**src/rtl/spi_pkg.sv**
```systemverilog
// Shared types and constants for the SPI master.
// Imported by the master top and its SCLK divider.
package spi_pkg;

  typedef enum logic [2:0] {
    IDLE,
    LEAD,
    XFER,
    TRAIL,
    GAP
  } spi_state_e;

  localparam bit CPOL_LOW        = 1'b0;
  localparam bit CPOL_HIGH       = 1'b1;
  localparam bit CPHA_LEAD       = 1'b0;
  localparam bit CPHA_TRAIL      = 1'b1;
  localparam bit SHIFT_MSB_FIRST = 1'b0;
  localparam bit SHIFT_LSB_FIRST = 1'b1;

  localparam int unsigned DEFAULT_DATA_LENGTH = 8;
  localparam int unsigned DEFAULT_CLK_DIV     = 2;

endpackage

```
**src/rtl/spi_sclk_gen.sv**
```systemverilog
// Half-period divider for the SPI master.
// Pulses o_tick once every CLK_DIV cycles while enabled.
module spi_sclk_gen #(
  parameter int unsigned CLK_DIV = 2
) (
  input  logic clk,
  input  logic rst,
  input  logic i_en,
  output logic o_tick
);

  localparam int unsigned W = $clog2(CLK_DIV);
  localparam logic [W-1:0] LAST = W'(CLK_DIV - 1);

  logic [W-1:0] r_cnt;
  logic         w_wrap;

  assign w_wrap = (r_cnt == LAST);
  assign o_tick = i_en && w_wrap;

  always_ff @(posedge clk) begin
    if (rst || !i_en) begin
      r_cnt <= '0;
    end else if (w_wrap) begin
      r_cnt <= '0;
    end else begin
      r_cnt <= r_cnt + 1'b1;
    end
  end

endmodule

```
**src/rtl/spi_master.sv**
```systemverilog
// Full-duplex SPI master with build-time mode, order and length.
// LEAD/XFER/TRAIL frame the word; GAP guarantees SS high time.
module spi_master
  import spi_pkg::*;
#(
  parameter int unsigned DATA_LENGTH     = DEFAULT_DATA_LENGTH,
  parameter int unsigned CLK_DIV         = DEFAULT_CLK_DIV,
  parameter bit          CPOL            = CPOL_LOW,
  parameter bit          CPHA            = CPHA_LEAD,
  parameter bit          SHIFT_DIRECTION = SHIFT_MSB_FIRST
) (
  input  logic                   clk,
  input  logic                   rst,
  input  logic                   start,
  input  logic [DATA_LENGTH-1:0] tx_data,
  output logic                   busy,
  output logic                   done,
  output logic [DATA_LENGTH-1:0] rx_data,
  output logic                   SCLK,
  output logic                   MOSI,
  input  logic                   MISO,
  output logic                   SS
);

  localparam int unsigned HW = $clog2(2 * DATA_LENGTH + 1);
  localparam logic [HW-1:0] HP_LAST = HW'(2 * DATA_LENGTH - 1);
  localparam bit LSB_FIRST = (SHIFT_DIRECTION == SHIFT_LSB_FIRST);
  localparam bit LATE = (CPHA == CPHA_TRAIL);

  spi_state_e r_state;
  spi_state_e w_next;

  logic [HW-1:0]          r_hp;
  logic [DATA_LENGTH-1:0] r_tx;
  logic [DATA_LENGTH-1:0] r_rx;
  logic [DATA_LENGTH-1:0] r_rx_data;
  logic                   r_sclk;
  logic                   r_mosi;
  logic                   r_done;

  logic w_tick;
  logic w_accept;
  logic w_last;
  logic w_edge;
  logic w_h_odd;
  logic w_launch;
  logic w_sample;

  spi_sclk_gen #(
    .CLK_DIV(CLK_DIV)
  ) u_sclk_gen (
    .clk   (clk),
    .rst   (rst),
    .i_en  (r_state != IDLE),
    .o_tick(w_tick)
  );

  assign w_accept = (r_state == IDLE) && start;
  assign w_last   = (r_hp == HP_LAST);
  assign w_edge   = w_tick && ((r_state == LEAD) ||
                    ((r_state == XFER) && !w_last));
  // Parity of the half-period this edge opens: even = leading edge.
  assign w_h_odd  = (r_state == LEAD) ? 1'b0 : ~r_hp[0];
  assign w_launch = w_edge && (w_h_odd ^ LATE);
  assign w_sample = w_edge && !(w_h_odd ^ LATE);

  assign busy    = (r_state != IDLE);
  assign SS      = !(r_state inside {LEAD, XFER, TRAIL});
  assign done    = r_done;
  assign rx_data = r_rx_data;
  assign SCLK    = r_sclk;
  assign MOSI    = r_mosi;

  function automatic logic first_bit(
    input logic [DATA_LENGTH-1:0] w
  );
    return LSB_FIRST ? w[0] : w[DATA_LENGTH-1];
  endfunction

  function automatic logic [DATA_LENGTH-1:0] shift_out(
    input logic [DATA_LENGTH-1:0] w
  );
    return LSB_FIRST ? {1'b0, w[DATA_LENGTH-1:1]}
                     : {w[DATA_LENGTH-2:0], 1'b0};
  endfunction

  always_ff @(posedge clk) begin
    if (rst) begin
      r_state <= IDLE;
    end else begin
      r_state <= w_next;
    end
  end

  always_comb begin
    w_next = r_state;
    unique case (r_state)
      IDLE:    if (start) w_next = LEAD;
      LEAD:    if (w_tick) w_next = XFER;
      XFER:    if (w_tick && w_last) w_next = TRAIL;
      TRAIL:   if (w_tick) w_next = GAP;
      GAP:     if (w_tick) w_next = IDLE;
      default: w_next = IDLE;
    endcase
  end

  always_ff @(posedge clk) begin
    if (rst || (w_next != r_state)) begin
      r_hp <= '0;
    end else if ((r_state == XFER) && w_tick) begin
      r_hp <= r_hp + 1'b1;
    end
  end

  always_ff @(posedge clk) begin
    if (rst) begin
      r_sclk    <= CPOL;
      r_mosi    <= 1'b0;
      r_tx      <= '0;
      r_rx      <= '0;
      r_rx_data <= '0;
      r_done    <= 1'b0;
    end else begin
      r_done <= 1'b0;
      // CPHA=0 must present bit 0 before the first SCLK edge.
      if (w_accept) begin
        r_tx <= LATE ? tx_data : shift_out(tx_data);
        if (!LATE) r_mosi <= first_bit(tx_data);
      end
      if (w_edge) r_sclk <= ~r_sclk;
      if (w_launch) begin
        r_mosi <= first_bit(r_tx);
        r_tx   <= shift_out(r_tx);
      end
      if (w_sample) begin
        r_rx <= LSB_FIRST ? {MISO, r_rx[DATA_LENGTH-1:1]}
                          : {r_rx[DATA_LENGTH-2:0], MISO};
      end
      if ((r_state == TRAIL) && w_tick) begin
        r_rx_data <= r_rx;
        r_done    <= 1'b1;
      end
    end
  end

endmodule

```
**config.mk**
```make
export PLATFORM = sky130hd
export DESIGN_NAME = spi_master
export DESIGN_NICKNAME = d
export VERILOG_FILES = /design/src/rtl/spi_pkg.sv /design/src/rtl/spi_sclk_gen.sv /design/src/rtl/spi_master.sv
export SDC_FILE = /design/constraint.sdc
export NUM_CORES = 1
export LEC_CHECK = 0
export BUFFER_PORTS_ARGS = -buffer_cell sky130_fd_sc_hd__buf_2
export CAP_MARGIN = 20
export CORE_AREA = 2 2 63 65
export DETAILED_ROUTE_END_ITERATION = 16
export DIE_AREA = 0 0 65 67
export GPL_ROUTABILITY_DRIVEN = 0
export PLACE_DENSITY = 0.76
export SLEW_MARGIN = 0
export SYNTH_ARGS = -nofsm -noshare
export SYNTH_HDL_FRONTEND = slang
export SYNTH_SLANG_ARGS = --single-unit
```
**constraint.sdc**
```tcl
create_clock -name clk -period 3.1 [get_ports clk]
set_input_delay 0.465 -clock clk [delete_from_list [all_inputs] [get_ports clk]]
set_output_delay 0.465 -clock clk [all_outputs]
set_load 0.05 [all_outputs]
```
==> results of run 1 <==
[stage by stage]
step / instance area [um2] / setup slack (ns) / util / std cells
2_1_floorplan: 1750 / 1.08 / - / 204
3_3_place_gp: 1850 / 1.00 / 0.514 / 257
3_5_place_dp: 1850 / 0.946 / 0.514 / 257
4_1_cts: 1930 / 0.938 / 0.536 / 265
5_1_grt: 1930 / 0.844 / 0.536 / 265
6_report: 1930 / 0.943 / 0.536 / 265
[layout make-up]
class                           instances  share of cell area
Multi-Input combinational cell        145               0.489
Timing Repair Buffer                   26              0.0699
Inverter                                3             0.00583
Clock inverter                          1             0.00259
Clock buffer                            7              0.0395
Sequential cell                        35               0.362
Tap cell                               48              0.0311
[path summary, 6_finish.rpt]
check | startpoint | end | slack [ns] | cells past startpoint
max | r_hp[0] | r_tx[1] | 0.94 | 6
min | r_rx[7] | rx_data[7] | 0.44 | 2
max reg2reg | r_hp[0] | r_tx[1] | 0.94 | 6
min reg2reg | r_rx[7] | rx_data[7] | 0.44 | 2
[flip-flops by register name, summed over array words and instances (netlist names)]
signal	count
r_rx	8
rx_data	8
r_tx	7
u_sclk_gen.r_cnt	1
done	1
SCLK	1
MOSI	1
r_state	3
r_hp	5
[worst max-delay path: stages, from the launching register on]
cell	delay (ns)
dfxtp_1	0.36
ha_1	0.23
and3_1	0.18
ha_1	0.21
or3b_1	0.50
or2_1	0.38
and3_1	0.20
[cell usage in the layout, fill, tap and decap left out, types with 7 or more instances in the layout]
master     n
nor2b_1   10
buf_2     24
dfxtp_1   35
a21oi_1   18
nand3_1   15
a22oi_1    7
o31ai_1    8
nand2_1   26
mux2i_1    8
nor4bb_1   9
[layer usage]
metal,up-vias,global-route usage
li1,759,-
met1,665,0.207
met2,35,0.262
met3,7,0.0557
met4,0,0.0878
met5,-,0
[power by group]
group | total (mW) | switching, mW | leakage, nW | internal [mW]
clock | 0.315 | 0.157 | 0.0422 | 0.157
sequential | 0.479 | 0.0167 | 0.284 | 0.462
combinational | 0.0957 | 0.0582 | 0.392 | 0.0375
total | 0.889 | 0.232 | 0.718 | 0.657
[kinds of logic (layout without fill, tap and decap cells)]
group	Yosys count	count (layout)	share of synthesized area
mux	10	10	0.0587
xor+xnor	2	2	0.0100
simple gates	88	88	0.297
flops	35	35	0.401
compound gates	43	43	0.157
buf+inv	24	37	0.0629
fa+ha+maj	2	2	0.0143
==> results.sh, run 1 <==
export IMPL_outcome="finished clean"
export IMPL_cts_tree="built"
export IMPL_drt_iter0_markers=126
export IMPL_die_y_um=67
export IMPL_met2WireLength_um=1510
export IMPL_grt_first_pass_wirelength_um=5550
export IMPL_synthesis_nets=218
export IMPL_hold_slack_ns=0.445
export IMPL_synth_top_area_share=0.401
export IMPL_clk_pin_slew_ns=0.07
export IMPL_clock_sinks=35
export IMPL_fillers=347
export IMPL_period_share=0.696
export IMPL_clock_latency_ns=0.29
export IMPL_coreArea_mm2=0.00361
export IMPL_dr_pass1_iters=4
export IMPL_max_slew_worst_pin_slew_ns=0.667
export IMPL_areaGrowthSynthToFinish_pct=10.5
export IMPL_synth_cell_types=40
export IMPL_clock_root_buffer="clkbuf_8"
export IMPL_crit_required_ns=3.29
export IMPL_rows=22
export IMPL_rsz0062_at_grt="no"
export IMPL_seq_area_frac_synth=0.401
export IMPL_ant_nets=0
export IMPL_critPathMaxFanout=9
export IMPL_multi_input_area_um2=945
export IMPL_fin_setup_tns_ns=0
export IMPL_synth_cells=204
export IMPL_initial_core_util=0.485
export IMPL_clockBufferDepth=2
export IMPL_hold_viol=0
export IMPL_wire_per_inst_um=12.6
export IMPL_hp_class="flip-flop to flip-flop"
export IMPL_p_total_mw=0.889
export IMPL_die_w_um=65
export IMPL_slew_violations=0
export IMPL_hold_buffers=0
export IMPL_grt_pass1_vias=1250
export IMPL_cp_data_arrival_time_ns=2.35
export IMPL_wl_met3_um=187
export IMPL_num_vias=1466
export IMPL_setup_viol=0
export IMPL_min_period_ns=2.16
export IMPL_crit_path_start_kind="flip-flop"
export IMPL_async_flop_share=0
export IMPL_syn_area_mm2=0.00175
export IMPL_routed_wl_um=3350
export IMPL_dieArea_mm2=0.00436
export IMPL_dp_hpwl_um=2170
export IMPL_regArea_um2=701
export IMPL_skew_ns=0.00614
export IMPL_drive_gt1_frac=0.161
export IMPL_diodes=0
export IMPL_cts_repair_resized=0
export IMPL_fin_nets=230
export IMPL_yosysMostFrequentCell="dfxtp_1"
export IMPL_synthTopCellsByArea="dfxtp_1 (40%), nand2_1 (5.6%), a21oi_1 (5.2%)"
export IMPL_yosysTopAreaCell="dfxtp_1"
export IMPL_viasPerCell=5.53
export IMPL_yosysWarnings=0
export IMPL_dr_max_layer_used="met4"
export IMPL_cts_setup_buffers=0
export IMPL_cap_violations=0
export IMPL_synth_edf_count=0
export IMPL_worst_setup_path_end_kind="flip-flop"
export IMPL_critPathKind="flip-flop to flip-flop"
export IMPL_yosys_register_bits=35
export IMPL_portBuffers=24
export IMPL_power_leakage_nw=0.718
export IMPL_grt_ovfl_total=0
export IMPL_antenna_found_initial=0
export IMPL_grt_usage=0.169
export IMPL_synth_common_cells="dfxtp_1 (35), nand2_1 (26), a21oi_1 (18), nand3_1 (15), clkbuf_1 (11)"
export IMPL_io_pins=25
export IMPL_cts_buffers=5
export IMPL_drc_errors=0
export IMPL_power_per_cell_area_mw_per_mm2=460
export IMPL_wl_met1_um=1580
export IMPL_postSynthAreaPerCell_um2=8.57
export IMPL_htreeDepth=2
export IMPL_relSlewSlack=0.555
export IMPL_max_freq_mhz=464
export IMPL_ir_drop_uv=199
export IMPL_grt_max_degree=32
export IMPL_ys_flop_type="dfxtp_1"
Power figures use the tool's default switching activity.
==> inputs of run 2 (changes only) <==
==> constraint.sdc (replaced) <==
create_clock -name clk -period 2.1 [get_ports clk]
set_input_delay 0.315 -clock clk [delete_from_list [all_inputs] [get_ports clk]]
set_output_delay 0.315 -clock clk [all_outputs]
set_load 0.05 [all_outputs]
==> results.sh, run 2 (synthesized netlist as in run 1, its figures left out) <==
export IMPL_antenna_found_initial=0
export IMPL_dp_hpwl_um=2380
export IMPL_die_y_um=67
export IMPL_clockBufferDepth=2
export IMPL_max_slew_worst_pin_slew_ns=0.657
export IMPL_cts_setup_buffers=0
export IMPL_skew_ns=0.00757
export IMPL_slew_violations=0
export IMPL_critPathMaxFanout=8
export IMPL_fin_setup_tns_ns=0
export IMPL_power_per_cell_area_mw_per_mm2=711
export IMPL_viasPerCell=5.56
export IMPL_clock_latency_ns=0.28
export IMPL_setup_ws_ns=0.155
export IMPL_critPathKind="flip-flop to flip-flop"
export IMPL_outcome="finished clean"
export IMPL_cts_buffers=5
export IMPL_relSlewSlack=0.561
export IMPL_ir_drop_uv=274
export IMPL_crit_required_ns=2.28
export IMPL_min_period_ns=1.95
export IMPL_wl_met3_um=169
export IMPL_fin_nets=237
export IMPL_diodes=0
export IMPL_cts_repair_resized=0
export IMPL_fin_cells=271
export IMPL_dr_max_layer_used="met4"
export IMPL_cp_data_arrival_time_ns=2.12
export IMPL_routed_wl_um=3450
export IMPL_fillers=345
export IMPL_initial_core_util=0.485
export IMPL_htreeDepth=2
export IMPL_drive_gt1_frac=0.188
export IMPL_portBuffers=24
export IMPL_drt_iter0_markers=108
export IMPL_final_common_cell="dfxtp_1"
export IMPL_clock_sinks=35
export IMPL_rows=22
export IMPL_worst_setup_path_end_kind="flip-flop"
export IMPL_crit_path_start_kind="flip-flop"
export IMPL_intPower_mw=1.09
export IMPL_clkPwrFrac=0.399
export IMPL_clock_root_buffer="clkbuf_8"
export IMPL_num_vias=1508
export IMPL_grt_first_pass_wirelength_um=5880
export IMPL_dieArea_mm2=0.00436
export IMPL_cap_violations=0
export IMPL_clk_pin_slew_ns=0.07
export IMPL_holdPathStages=3
export IMPL_areaGrowthSynthToFinish_pct=14.7
export IMPL_drc_errors=0
export IMPL_grt_max_degree=31
export IMPL_hold_buffers=0
export IMPL_power_leakage_nw=0.761
export IMPL_max_freq_mhz=514
export IMPL_combPwrFrac=0.108
export IMPL_p_seq_frac=0.493
export IMPL_regArea_um2=701
export IMPL_dp_cells=264
export IMPL_period_share=0.926
export IMPL_ant_nets=0
export IMPL_final_cell_mix="dfxtp_1 (35), nand2_1 (26), buf_2 (24)"
export IMPL_p_sw_frac=0.235
export IMPL_r2r_cells=6
export IMPL_wl_met1_um=1670
export IMPL_grt_ovfl_total=0
export IMPL_setup_viol=0
export IMPL_coreArea_mm2=0.00361
export IMPL_multi_input_area_um2=945
export IMPL_io_pins=25
export IMPL_dr_pass1_iters=4
export IMPL_hold_viol=0
export IMPL_post_place_ws_ns=0.151
export IMPL_cts_tree="built"
export IMPL_die_w_um=65
export IMPL_grt_pass1_vias=1372
export IMPL_rsz0062_at_grt="no"
export IMPL_grt_usage=0.176
export IMPL_p_switching_mw=0.335
export IMPL_p_total_mw=1.43
export IMPL_wire_per_inst_um=12.7
export IMPL_hp_class="input port to flip-flop"
export IMPL_met2WireLength_um=1540
==> run 2: changes by cell type in the layout (fill, tap and decap cells not counted), sizes merged <==
cell / before / now
bufinv: 0 / 1
clkbuf: 7 / 6
buf: 26 / 33
clkinv: 1 / 0
==> run 2: layout make-up <==
type                            instances  area share
Clock buffer                            6      0.0362
Clock inverter                          1      0.0150
Inverter                                3     0.00561
Multi-Input combinational cell        145       0.471
Sequential cell                        35       0.349
Tap cell                               48      0.0299
Timing Repair Buffer                   33      0.0935
==> run 2: worst max-delay path, cell delays in order (launching register included) <==
cell	delay, ns
dfxtp_1	0.33
ha_1	0.19
and3_1	0.18
ha_1	0.21
or3b_1	0.39
or2_1	0.35
and3_1	0.20
==> run 2: stage by stage <==
| stage | utilization | hold WS, ns | cell area (um2) |
|---|---|---|---|
| after CTS | 0.557 | 0.320 | 2010 |
| after global routing | 0.557 | 0.327 | 2010 |
| after global placement | 0.528 | 0.435 | 1900 |
| after floorplan | - | 0.427 | 1750 |
| after detailed placement | 0.528 | 0.444 | 1900 |
| final | 0.557 | 0.321 | 2010 |
==> run 2: path summary, 6_finish.rpt <==
kind / slack, ns / endpoint / startpoint
worst max register to register: 0.15 / r_tx[1] / r_hp[1]
worst max-delay path: 0.15 / r_tx[1] / r_hp[1]
worst min-delay path: 0.32 / r_tx[3] / tx_data[2]
worst min register to register: 0.45 / rx_data[5] / rx_data[5]
==> run 2: power groups by stage <==
stage / sequential [mW] / clock [mW] / combinational, mW
after global routing: 0.708 / 0.616 / 0.168
final: 0.703 / 0.570 / 0.154
after floorplan: 0.713 / 0 / 0.122
after global placement: 0.718 / 0 / 0.153
after CTS: 0.703 / 0.582 / 0.154
after detailed placement: 0.718 / 0 / 0.154
==> run 2: per-layer routing <==
layer | vias to the layer above | global-route usage
met4 | 0 | 0.0878
met3 | 6 | 0.0507
met1 | 692 | 0.212
li1 | 774 | -
met2 | 36 | 0.285
met5 | - | 0
